`src/rtl/oram_posmap.sv`:
```
// ORAM position map: block -> leaf table with LFSR-drawn remapping and a one-deep response stage.
// Optional statistics counters are enabled by defining ORAM_POSMAP_STATS_EN.
module oram_posmap #(
    parameter int          D         = 6,
    parameter logic [15:0] LFSR_SEED = 16'hACE1
) (
    input  logic         clk,
    input  logic         rst_n,
    input  logic         req_valid,
    output logic         req_ready,
    input  logic [D-1:0] req_block,
    output logic         rsp_valid,
    input  logic         rsp_ready,
    output logic [D-2:0] rsp_old_leaf,
    output logic [D-2:0] rsp_new_leaf,
    output logic         rsp_was_empty,
    output logic [15:0]  stat_req_count,
    output logic [15:0]  stat_miss_count
);

    localparam int          N         = 1 << D;
    localparam logic [15:0] SEED      = (LFSR_SEED == 16'h0000) ? 16'hACE1 : LFSR_SEED;
    localparam logic [15:0] LFSR_MASK = 16'hB400;
    localparam logic [D-1:0] LAST_IDX = {D{1'b1}};

    typedef enum logic [1:0] {INIT, IDLE, RESP} state_t;

    state_t       state;
    logic [D-1:0] idx;
    logic [15:0]  lfsr;
    logic [N-1:0] tbl_vld;
    logic [D-2:0] tbl_leaf [N];

    logic         accept;
    logic         hit_vld;
    logic [D-2:0] old_leaf;
    logic [D-2:0] new_leaf;

    function automatic logic [15:0] lfsr_next(input logic [15:0] cur);
        lfsr_next = (cur >> 1) ^ (cur[0] ? LFSR_MASK : 16'h0000);
    endfunction

    function automatic logic [15:0] sat_inc(input logic [15:0] cur);
        sat_inc = (cur == 16'hFFFF) ? cur : cur + 16'd1;
    endfunction

    assign accept   = rst_n && (state == IDLE) && req_valid;
    assign hit_vld  = tbl_vld[req_block];
    assign new_leaf = lfsr[2*D-3:D-1];
    // An unmapped block reads a random path so its first access looks like any other.
    assign old_leaf = hit_vld ? tbl_leaf[req_block] : lfsr[D-2:0];

    always_ff @(posedge clk) begin
        if (!rst_n) begin
            lfsr <= SEED;
        end else begin
            lfsr <= lfsr_next(lfsr);
        end
    end

    always_ff @(posedge clk) begin
        if (!rst_n) begin
            state         <= INIT;
            idx           <= '0;
            req_ready     <= 1'b0;
            rsp_valid     <= 1'b0;
            rsp_old_leaf  <= '0;
            rsp_new_leaf  <= '0;
            rsp_was_empty <= 1'b0;
        end else begin
            case (state)
                INIT: begin
                    idx <= idx + 1'b1;
                    if (idx == LAST_IDX) begin
                        state     <= IDLE;
                        req_ready <= 1'b1;
                    end
                end
                IDLE: begin
                    if (req_valid) begin
                        rsp_old_leaf  <= old_leaf;
                        rsp_new_leaf  <= new_leaf;
                        rsp_was_empty <= !hit_vld;
                        state         <= RESP;
                        req_ready     <= 1'b0;
                        rsp_valid     <= 1'b1;
                    end
                end
                RESP: begin
                    if (rsp_ready) begin
                        state     <= IDLE;
                        rsp_valid <= 1'b0;
                        req_ready <= 1'b1;
                    end
                end
                default: begin
                    state     <= INIT;
                    idx       <= '0;
                    req_ready <= 1'b0;
                    rsp_valid <= 1'b0;
                end
            endcase
        end
    end

    // Leaf contents are never reset; only the valid bits are cleared, by the INIT sweep.
    always_ff @(posedge clk) begin
        if (rst_n && (state == INIT)) begin
            tbl_vld[idx] <= 1'b0;
        end else if (accept) begin
            tbl_vld[req_block]  <= 1'b1;
            tbl_leaf[req_block] <= new_leaf;
        end
    end

`ifdef ORAM_POSMAP_STATS_EN
    always_ff @(posedge clk) begin
        if (!rst_n) begin
            stat_req_count  <= '0;
            stat_miss_count <= '0;
        end else if (accept) begin
            stat_req_count <= sat_inc(stat_req_count);
            if (!hit_vld) begin
                stat_miss_count <= sat_inc(stat_miss_count);
            end
        end
    end
`else
    assign stat_req_count  = '0;
    assign stat_miss_count = '0;
`endif

endmodule

```
`config.mk`:
```
export PLATFORM = sky130hd
export DESIGN_NAME = oram_posmap
export DESIGN_NICKNAME = d
export VERILOG_FILES = /design/src/rtl/oram_posmap.sv
export SDC_FILE = /design/constraint.sdc
export NUM_CORES = 1
export LEC_CHECK = 0
export ABC_AREA = 0
export CORE_UTILIZATION = 35
export CTS_CLUSTER_SIZE = 30
export DETAILED_ROUTE_END_ITERATION = 12
export DONT_BUFFER_PORTS = 1
export HOLD_SLACK_MARGIN = 0.06
export PLACE_DENSITY = 0.54
export SYNTH_ARGS = -nofsm -noshare
export SYNTH_HDL_FRONTEND = slang
export SYNTH_SLANG_ARGS = --single-unit
```
`constraint.sdc`:
```
create_clock -name clk -period 4.9 [get_ports clk]
set_input_delay 0.98 -clock clk [delete_from_list [all_inputs] [get_ports clk]]
set_output_delay 0.98 -clock clk [all_outputs]
set_load 0.01 [all_outputs]
```
== Word-level counts from Yosys, hierarchy flattened ==
Memories as Yosys holds them, arrays and structs flattened.
Index checks and enable logic that the tools add are counted.
Storage, ports and cells
  register bits after elaboration: 101
  RAM bits: 320
  input port bits: 10
  output and inout port bits: 45
  word-level logic and storage cells: 63
  memories: 1
Cells by class
  add/subtract/negate cells: 1
  order comparisons: 4
  equality and inequality tests: 6
  multiplexer cells: 25
  bitwise operators: 5
  reduce and logical (&&, ||, !) cells: 12
Memory list
  tbl_leaf: depth 64, bits a word 5, rd ports 1, clocked after memory_dff 0, wr ports 1, line 32  | logic [D-2:0] tbl_leaf [N];
Operator list (count)
  64-bit 2-to-1 mux: 2
  64-bit bitwise AND: 1
  64-bit NOT: 1
  64-bit OR: 1
  16-bit 2-to-1 mux: 1
  15-bit by 16-bit XOR with 16-bit output: 1
  6-bit by 7-bit < comparator with 1-bit output, second input constant: 2
  1-bit demux with 6-bit select: 2
  6-bit by 1-bit greater-or-equal comparator with 1-bit output, second input constant: 2
  6-bit one-hot mux with 2 select lines: 1
  1-bit 2-to-1 mux: 11
  6-bit by 1-bit adder with 6-bit output, second input constant: 1
  1-bit binary-select mux with 6-bit select: 1
  6-bit equality test, second input constant: 1
  2-bit 2-to-1 mux: 3
  2-bit != test, second input constant: 3
  1-bit one-hot mux with 3 select lines: 2
  2-bit one-hot mux with 3 select lines: 1
  3-bit AND reduction: 2
  1-bit logical AND: 5
  5-bit 2-to-1 mux: 1
  2-bit by 1-bit equality test with 1-bit output, second input constant: 1
  2-bit equality test, second input constant: 1
  2-bit zero test: 1
  other kinds (5): 5

== Longest topological paths before layout ==
Gate-level depths: netlist (run 1).
  depth in word-level cells: 7
  depth in mapped cells: 12
  mapped depth without buffers: 8

== Least setup slack after synthesis (run 1) ==
No wires, ideal clock.
  path kind: input to register
  from: input req_valid
  to: register tbl_vld[0], enable pin
  setup time: 0.423 ns
  arrival time: 2.550 ns
  data required time: 4.477 ns
  slack: 1.927 ns
  cell stages on the path: 3
  path buffers: 0
  path through: and2_1 nand2_1 nand2_1
On the way
  word-level cells in the longest chain between the ends: 2
RTL lines
  start: declaration: line 9  | input logic req_valid,
  1-bit logical AND: line 47  | assign accept = rst_n && (state == IDLE) && req_valid;
  2-bit nonzero test (no source line)
  end signal: indexed assignment: line 109  | tbl_vld[idx] <= 1'b0;
  end signal: indexed assignment: line 111  | tbl_vld[req_block] <= 1'b1;
  end: declaration: line 31  | logic [N-1:0] tbl_vld;
No other way between the ends.
A chain may end at the register's enable or synchronous reset.

== Worst setup path after layout (run 1) ==
  from: input req_block[2]
  to: register rsp_old_leaf[4]
On the way
  word-level cells in the longest chain between the ends: 3
  elaborated cells on any way between the ends: 4
  classes of those cells: 3 x mux; 1 x memory
RTL lines
  start: declaration: line 11  | input logic [D-1:0] req_block,
  1-bit binary-select mux with 6-bit select: line 48  | assign hit_vld = tbl_vld[req_block];
  1-bit 2-to-1 mux (not written as such): line 48
  5-bit 2-to-1 mux (*): line 51  | assign old_leaf = hit_vld ? tbl_leaf[req_block] : lfsr[D-2:0];
  end signal: assignment: line 81  | rsp_old_leaf <= old_leaf;
  end: declaration: line 14  | output logic [D-2:0] rsp_old_leaf,
Every way passes the cells marked *; elsewhere a longest branch is shown, timed or not. The select of a mux whose other input is x is not followed.

==> summary.txt, run 1 <==
Run status
  – Status: finished, final reports clean

Layout
  – Multi-input gate area: 4560 sq um
  – Fillers: between 4k and 5k
  – Most frequent cells in the layout: 384 x edfxtp_1, 153 x a21oi_1, 97 x nor2_1
  – Share of post-route cells with drive strength above 1: 0.103
  – Nets: ~1.2k
  – Sequential cell area: between 10000 and 15000 sq um
  – Area delta synth->final: 10.7%
  – Design Area, Final: 19200 sq um
  – Most common cell after layout, fill and taps aside: edfxtp_1
  – Diode count: 0
  – Core Util, Final: 0.393
  – Fin cells: 1911

Place
  – Detailed Place HPWL: 30900 um
  – Worst slack, placed: about 1300 ps
  – DP Area: around 18000 sq um
  – Port Buffer Count: 0
  – Dpl cells: roughly 1.8k
  – Placer Congestion: slightly below 0.9

Synthesis
  – Cell count after synthesis: 1224
  – Register bit total from synthesis: between 400 and 500
  – Adder-cell area share of the yosys netlist: 0.00360
  – Post-Syn Area: roughly 17000 sq um
  – Post-synth EDFFs: about 380
  – Top-area cell type share of the netlist area: 0.664
  – Largest family of logic cells by synthesized area: compound AO/OA/AOI/OAI gates
  – Area leader, netlist: edfxtp_1
  – Synth top area cells: edfxtp_1 66%, a21oi_1 4.4%, dfxtp_1 4.1%, a22oi_1 2.4%, nor2_1 2.1%
  – Post-synthesis mux area share: 0.0417
  – Mapped Avg Cell Area: 14.2 sq um
  – Sequential area share after synthesis: 0.705
  – Most common flop cell mapped by yosys: edfxtp_1
  – YS warnings: 0
  – Simple-gate area share of the yosys netlist: 0.0686
  – Ys async rst share: 0
  – Synth unique cells: 65
  – Post-synthesis xor/xnor area fraction: 0.00151
  – Post-synthesis compound-gate area fraction: 0.139

Clock network
  – Post-CTS sizing: 0
  – CTS tree: built
  – CTS Sinks: between 400 and 500
  – Clk_lat worst skew: between 500 and 600 ps
  – H-tree depth: 2
  – Post-CTS setup buffers: 0
  – Clock buffer depth: 3
  – Inserted Clock Buffers: 43
  – Root buf cell: clkbuf_16
  – Clock Pin Slew Worst Setup and Hold Paths: around 60 ps
  – Quantity of hold-fixing buffers added after cts: 0

STA
  – Setup WS post-layout: around 1700 ps
  – Hold Violations, Final: 0
  – Tmin final: approximately 3200 ps
  – Fmax: 0.316 GHz
  – Final setup fails: 0
  – Worst slew margin: 0.0780
  – Worst-margin pin slew: roughly 1400 ps
  – Fin Setup TNS: 0 ps
  – Part of the cycle the worst path needs: 0.645
  – Pins over their slew limit: 0
  – Final setup skew: between 15 and 20 ps
  – RSZ-0062 raised after global routing: false

Critical path
  – Data arrival, critical path: ~3600 ps
  – Buf/Inv on CP: 1
  – Critical Path Start Type: input pin
  – CP max FO: 80
  – Critical path's most frequent cell: o211ai_1
  – Crit-path cells: inv_1, nor2_2, a221oi_1, a21oi_1, nor4bb_1, nand4_1, o211ai_1, o211ai_1
  – Critical path class: in2reg
  – Slowest-stage cell, CP: nand4_1
  – Critical Path RT: about 5300 ps
  – Crit-path max cell delay: between 600 and 700 ps
  – CP Capture Type: flip-flop
  – Delay-heaviest family, CP: simple AND/OR/NAND/NOR gates

Detailed routing
  – Via count: 10.9k
  – Post-route ant nets: 0
  – Final WL: ~50000 um
  – Iteration-0 DRC Markers: 1500
  – DRT Pass-1 Iters: 8
  – Residual DRC: 0
  – Wire per inst: 25.9 um
  – Vias/cell: about 5.7

Pwr
  – Leak Pwr: approximately 0.0061 uW
  – VDD IR-drop max: 0.239 mV
  – P per Cell Area: ~390 nW/um^2

Floorplanning
  – Die width: about 220 um
  – Core area: 49000 sq um
  – Num rows: 81
  – Die Y: between 200 and 250 um
  – Initial Util: 0.355
  – # IOs: 55
  – Die ar.: between 50000 and 60000 sq um

GRT
  – Largest net degree at the start of global routing: 81
  – GRT met1 Usage: 0.272
  – Most Crowded Layer GR: met2
  – Met2 Usage GRT: 0.314
  – First-pass GRT wire length: between 70000 and 80000 um
  – Initial antenna violation count: 0
  – Met3 GRT Util: 0.0367
  – Total gr overflow: 0
  – Gr usage total: 0.195
  – Number of global-route vias before repair: just over 10k

Flow run
  – Max cap viols: 0

Min path
  – Hold Crit Class: reg2reg
-- Yosys cell counts (4+ instances only) --
library cell  count
nor3_1           15
o211ai_1          6
inv_1             5
nor3b_1           5
mux2i_1          36
ha_1              5
a31oi_1          25
buf_2            23
edfxtp_1        384
a22oi_1          55
o21ai_1           4
o31ai_1           4
buf_1            10
nand2_1          49
mux4_2            9
buf_6            11
nand3_1          10
dfxtp_1          36
a222oi_1          4
nand2b_1         10
buf_4            35
a21oi_1         153
and3_1            5
a22o_1           21
o22ai_1           7
nor2_1           98
mux2_2           13
a21boi_0          7
nor2b_1           6
and2_1           19
o21ai_0          24
and3b_1           7
clkbuf_1         35
a221oi_1         37
-- flip-flops by register name, summed over array words and instances (netlist names) --
register       flops
tbl_leaf         320
tbl_vld           64
lfsr              16
idx                6
rsp_new_leaf       5
rsp_old_leaf       5
state              2
rsp_valid          1
rsp_was_empty      1
-- metrics by stage --
step	hold WS (ps)	total power [uW]
global placement	390	4450
floorplan	386	4360
CTS	437	7580
global route	448	7740
detailed placement	421	4450
finish	428	7540
-- report_power, final --
| part | switching, uW | internal (uW) | total [uW] |
|---|---|---|---|
| Combinational | 258 | 119 | 377 |
| Sequential | 38.5 | 3970 | 4010 |
| Clock | 1370 | 1780 | 3150 |
| Total | 1670 | 5870 | 7540 |
-- final timing paths --
path | from | to | slack, ps | depth (start not counted)
min reg2reg | lfsr[12] | lfsr[11] | 430 | 1
min | lfsr[12] | lfsr[11] | 430 | 1
max | req_block[2] | rsp_old_leaf[4] | 1740 | 8
max reg2reg | state[0] | tbl_leaf[56][1] | 1770 | 7
-- cells by family (layout without fill, tap and decap cells) --
logic type	after synthesis	in the layout
AOI/OAI and AO/OA	370	370
xor gates and xnor gates	3	3
adders and majority gates	5	5
buffers and inverters	120	112
DFF	420	420
muxes	59	59
other	1	32
and+or+nand+nor	246	246
-- final cells by class --
cell class | instances | area share
clock inverters | 20 | 0.00833
clock buffers | 57 | 0.0607
repair buffers | 29 | 0.0113
multi-input cells | 715 | 0.237
flip-flops and latches | 420 | 0.638
inverters | 6 | 0.00117
well taps | 664 | 0.0432
-- layer usage --
| layer | part of all wire | vias up |
|---|---|---|
| met5 | 0 | - |
| met4 | 0.024 | 0 |
| met3 | 0.080 | 86 |
| met2 | 0.47 | 554 |
| met1 | 0.42 | 5571 |
| li1 | - | 4726 |
No activity file was read; power rests on OpenSTA's default activity.
==> run 2, diff against run 1 <==
clock period = 3 ns   (was 4.9 ns; I/O delays follow)
==> run 2 against run 1 <==
  * Clock-buffer cell count grew 3
  * Critical endpoint is now tbl_leaf[61][1]
  * Critical path depth is the same
  * Sequential cell count is the same
  * Worst hold slack lost 330 ps
  * Combinational power rose by 77%
  * Via count grew 1.1%
  * Sequential share of layout area fell by 2.1 points
  * Sequential power grew 64%
  * Global-route usage increased by 0.29 points
  * Final cell count increased by 3.6%
==> summary.txt, run 2 (synthesis gave the netlist of run 1 again) <==
Run status
  – Status: finished, final reports clean

Detailed routing
  – Vias/cell: 5.59 (-2.4%)
  – Residual DRC: 0 (unchanged)
  – DRT Pass-1 Iters: 7 (-1)
  – Wire per inst: 25.1 um (-3.2%)
  – Via count: 11.1k (+1.1%)
  – Final WL: 49600 um (+0.24%)
  – Post-route ant nets: 0 (unchanged)
  – Iteration-0 DRC Markers: 1152 (-23%)

Floorplanning
  – Initial Util: 0.355 (unchanged)
  – # IOs: 55 (unchanged)
  – Die width: 225 um (unchanged)
  – Core area: 49000 sq um (unchanged)
  – Num rows: 81 (unchanged)
  – Die Y: 225 um (unchanged)
  – Die ar.: 50500 sq um (unchanged)

STA
  – Worst-margin pin slew: 1150 ps (-221 ps)
  – Tmin final: 2810 ps
  – Part of the cycle the worst path needs: 0.938
  – Hold Violations, Final: 0 (unchanged)
  – Final setup skew: 12.4 ps (-3.67 ps)
  – Worst slew margin: 0.226 (+0.148)
  – Pins over their slew limit: 0 (unchanged)
  – Fin Setup TNS: 0 ps (unchanged)
  – Fmax: approximately 0.36 GHz
  – Final setup fails: 0 (unchanged)
  – RSZ-0062 raised after global routing: false

Critical path
  – Critical Path RT: 3200 ps (-2120 ps)
  – Data arrival, critical path: 3020 ps (-560 ps)
  – Critical Path Start Type: flip-flop
  – Critical path class: reg2reg
  – CP Capture Type: flip-flop
  – R2R setup slack: 190 ps (-1580 ps)
  – CP max FO: 8 (-90%)

Layout
  – Fillers: 4501 (-1.0%)
  – Design Area, Final: 19900 sq um (+3.4%)
  – Share of post-route cells with drive strength above 1: 0.146 (+0.0426)
  – Diode count: 0 (unchanged)
  – Regs by FF count: tbl_leaf x320, tbl_vld x64, lfsr x16
  – Nets: 1297 (+5.4%)
  – Most common cell after layout, fill and taps aside: edfxtp_1
  – Most frequent cells in the layout: 384 x edfxtp_1, 153 x a21oi_1, 96 x nor2_1
  – Area delta synth->final: 14.4%
  – Reg with most FFs: tbl_leaf
  – Largest register FFs: 320 (unchanged)

GRT
  – First-pass GRT wire length: 73500 um (+2.2%)
  – Initial antenna violation count: 0 (unchanged)
  – Largest net degree at the start of global routing: 81 (unchanged)
  – Total gr overflow: 0 (unchanged)
  – Gr usage total: 0.198 (+0.00289)
  – Number of global-route vias before repair: 10.8k (+4.0%)

Clock network
  – CTS tree: built
  – Clk_lat worst skew: 580 ps (about the same)
  – H-tree depth: 2 (unchanged)
  – CTS Sinks: 420 (unchanged)
  – Clock Pin Slew Worst Setup and Hold Paths: 60 ps (about the same)
  – Root buf cell: clkbuf_16
  – Inserted Clock Buffers: 44 (+2.3%)
  – Clock buffer depth: 3 (unchanged)

Pwr
  – VDD IR-drop max: 0.395 mV (+66%)
  – Leak Pwr: 0.00647 uW (+6.4%)
  – P per Cell Area: 632 nW/um^2 (+61%)

Place
  – Port Buffer Count: 0 (unchanged)
  – Placer Congestion: 0.828 (-6.2%)
  – DP Area: 18500 sq um (+3.4%)
  – Detailed Place HPWL: 31700 um (+2.6%)

Flow run
  – Max cap viols: 0 (unchanged)

Min path
  – Hold Crit Class: in2reg
run 2: metal layers:
metal	vias to the layer above	track usage	wire (um)
li1	4849	-	-
met1	5626	0.273	21100
met2	511	0.313	23300
met3	67	0.0400	4060
met4	0	0.0636	1120
met5	-	0	0
run 2: cell type report:
cell class | count | area [sq um] | area share
Tap cell | 664 | 831 | 0.0418
Clock buffer | 60 | 1200 | 0.0606
Sequential cell | 420 | 12300 | 0.617
Inverter | 6 | 22.5 | 0.00113
Multi-Input combinational cell | 715 | 4560 | 0.229
Timing Repair Buffer | 95 | 826 | 0.0416
Clock inverter | 19 | 170 | 0.00856
run 2: what timing repair did:
item                                    in CTS  in global routing
hold buffers                                 0                  0
buffers inserted                             0                  0
endpoints found under the setup margin       0                  5
gates resized for setup                      0                  1
run 2: final timing paths:
path | from | end | depth (start not counted)
worst max-delay path | state[0] | tbl_leaf[61][1] | 8
worst min-delay path | rst_n | lfsr[13] | 1
worst max register to register | state[0] | tbl_leaf[61][1] | 8
worst min register to register | lfsr[12] | lfsr[11] | 1
run 2: worst max-delay path, stage by stage, from the launching register on:
cell	delay, ps
dfxtp_1	440
ha_1	270
and2_1	180
nand2_1	110
nor2_1	350
buf_4	240
nand2_1	150
buf_4	240
nor2_1	470
run 2: through the flow:
step	worst slack [ps]	hold slack, ps	util	std cells	total power, uW
6_report	186	95.2	0.406	1979	12600
5_1_grt	21.6	96.1	0.406	1979	12900
4_1_cts	197	68.0	0.406	1979	12600
3_5_place_dp	85.8	392	0.378	1900	7340
3_3_place_gp	90.3	395	0.378	1900	7340
2_1_floorplan	318	386	-	1255	7120
run 2: power by group:
group | internal [uW] | switching (uW) | total, uW | leakage [uW]
sequential | 6480 | 77.2 | 6560 | 0.00379
clock | 3060 | 2270 | 5330 | 0.000670
combinational | 250 | 416 | 666 | 0.00201
total | 9790 | 2760 | 12600 | 0.00647
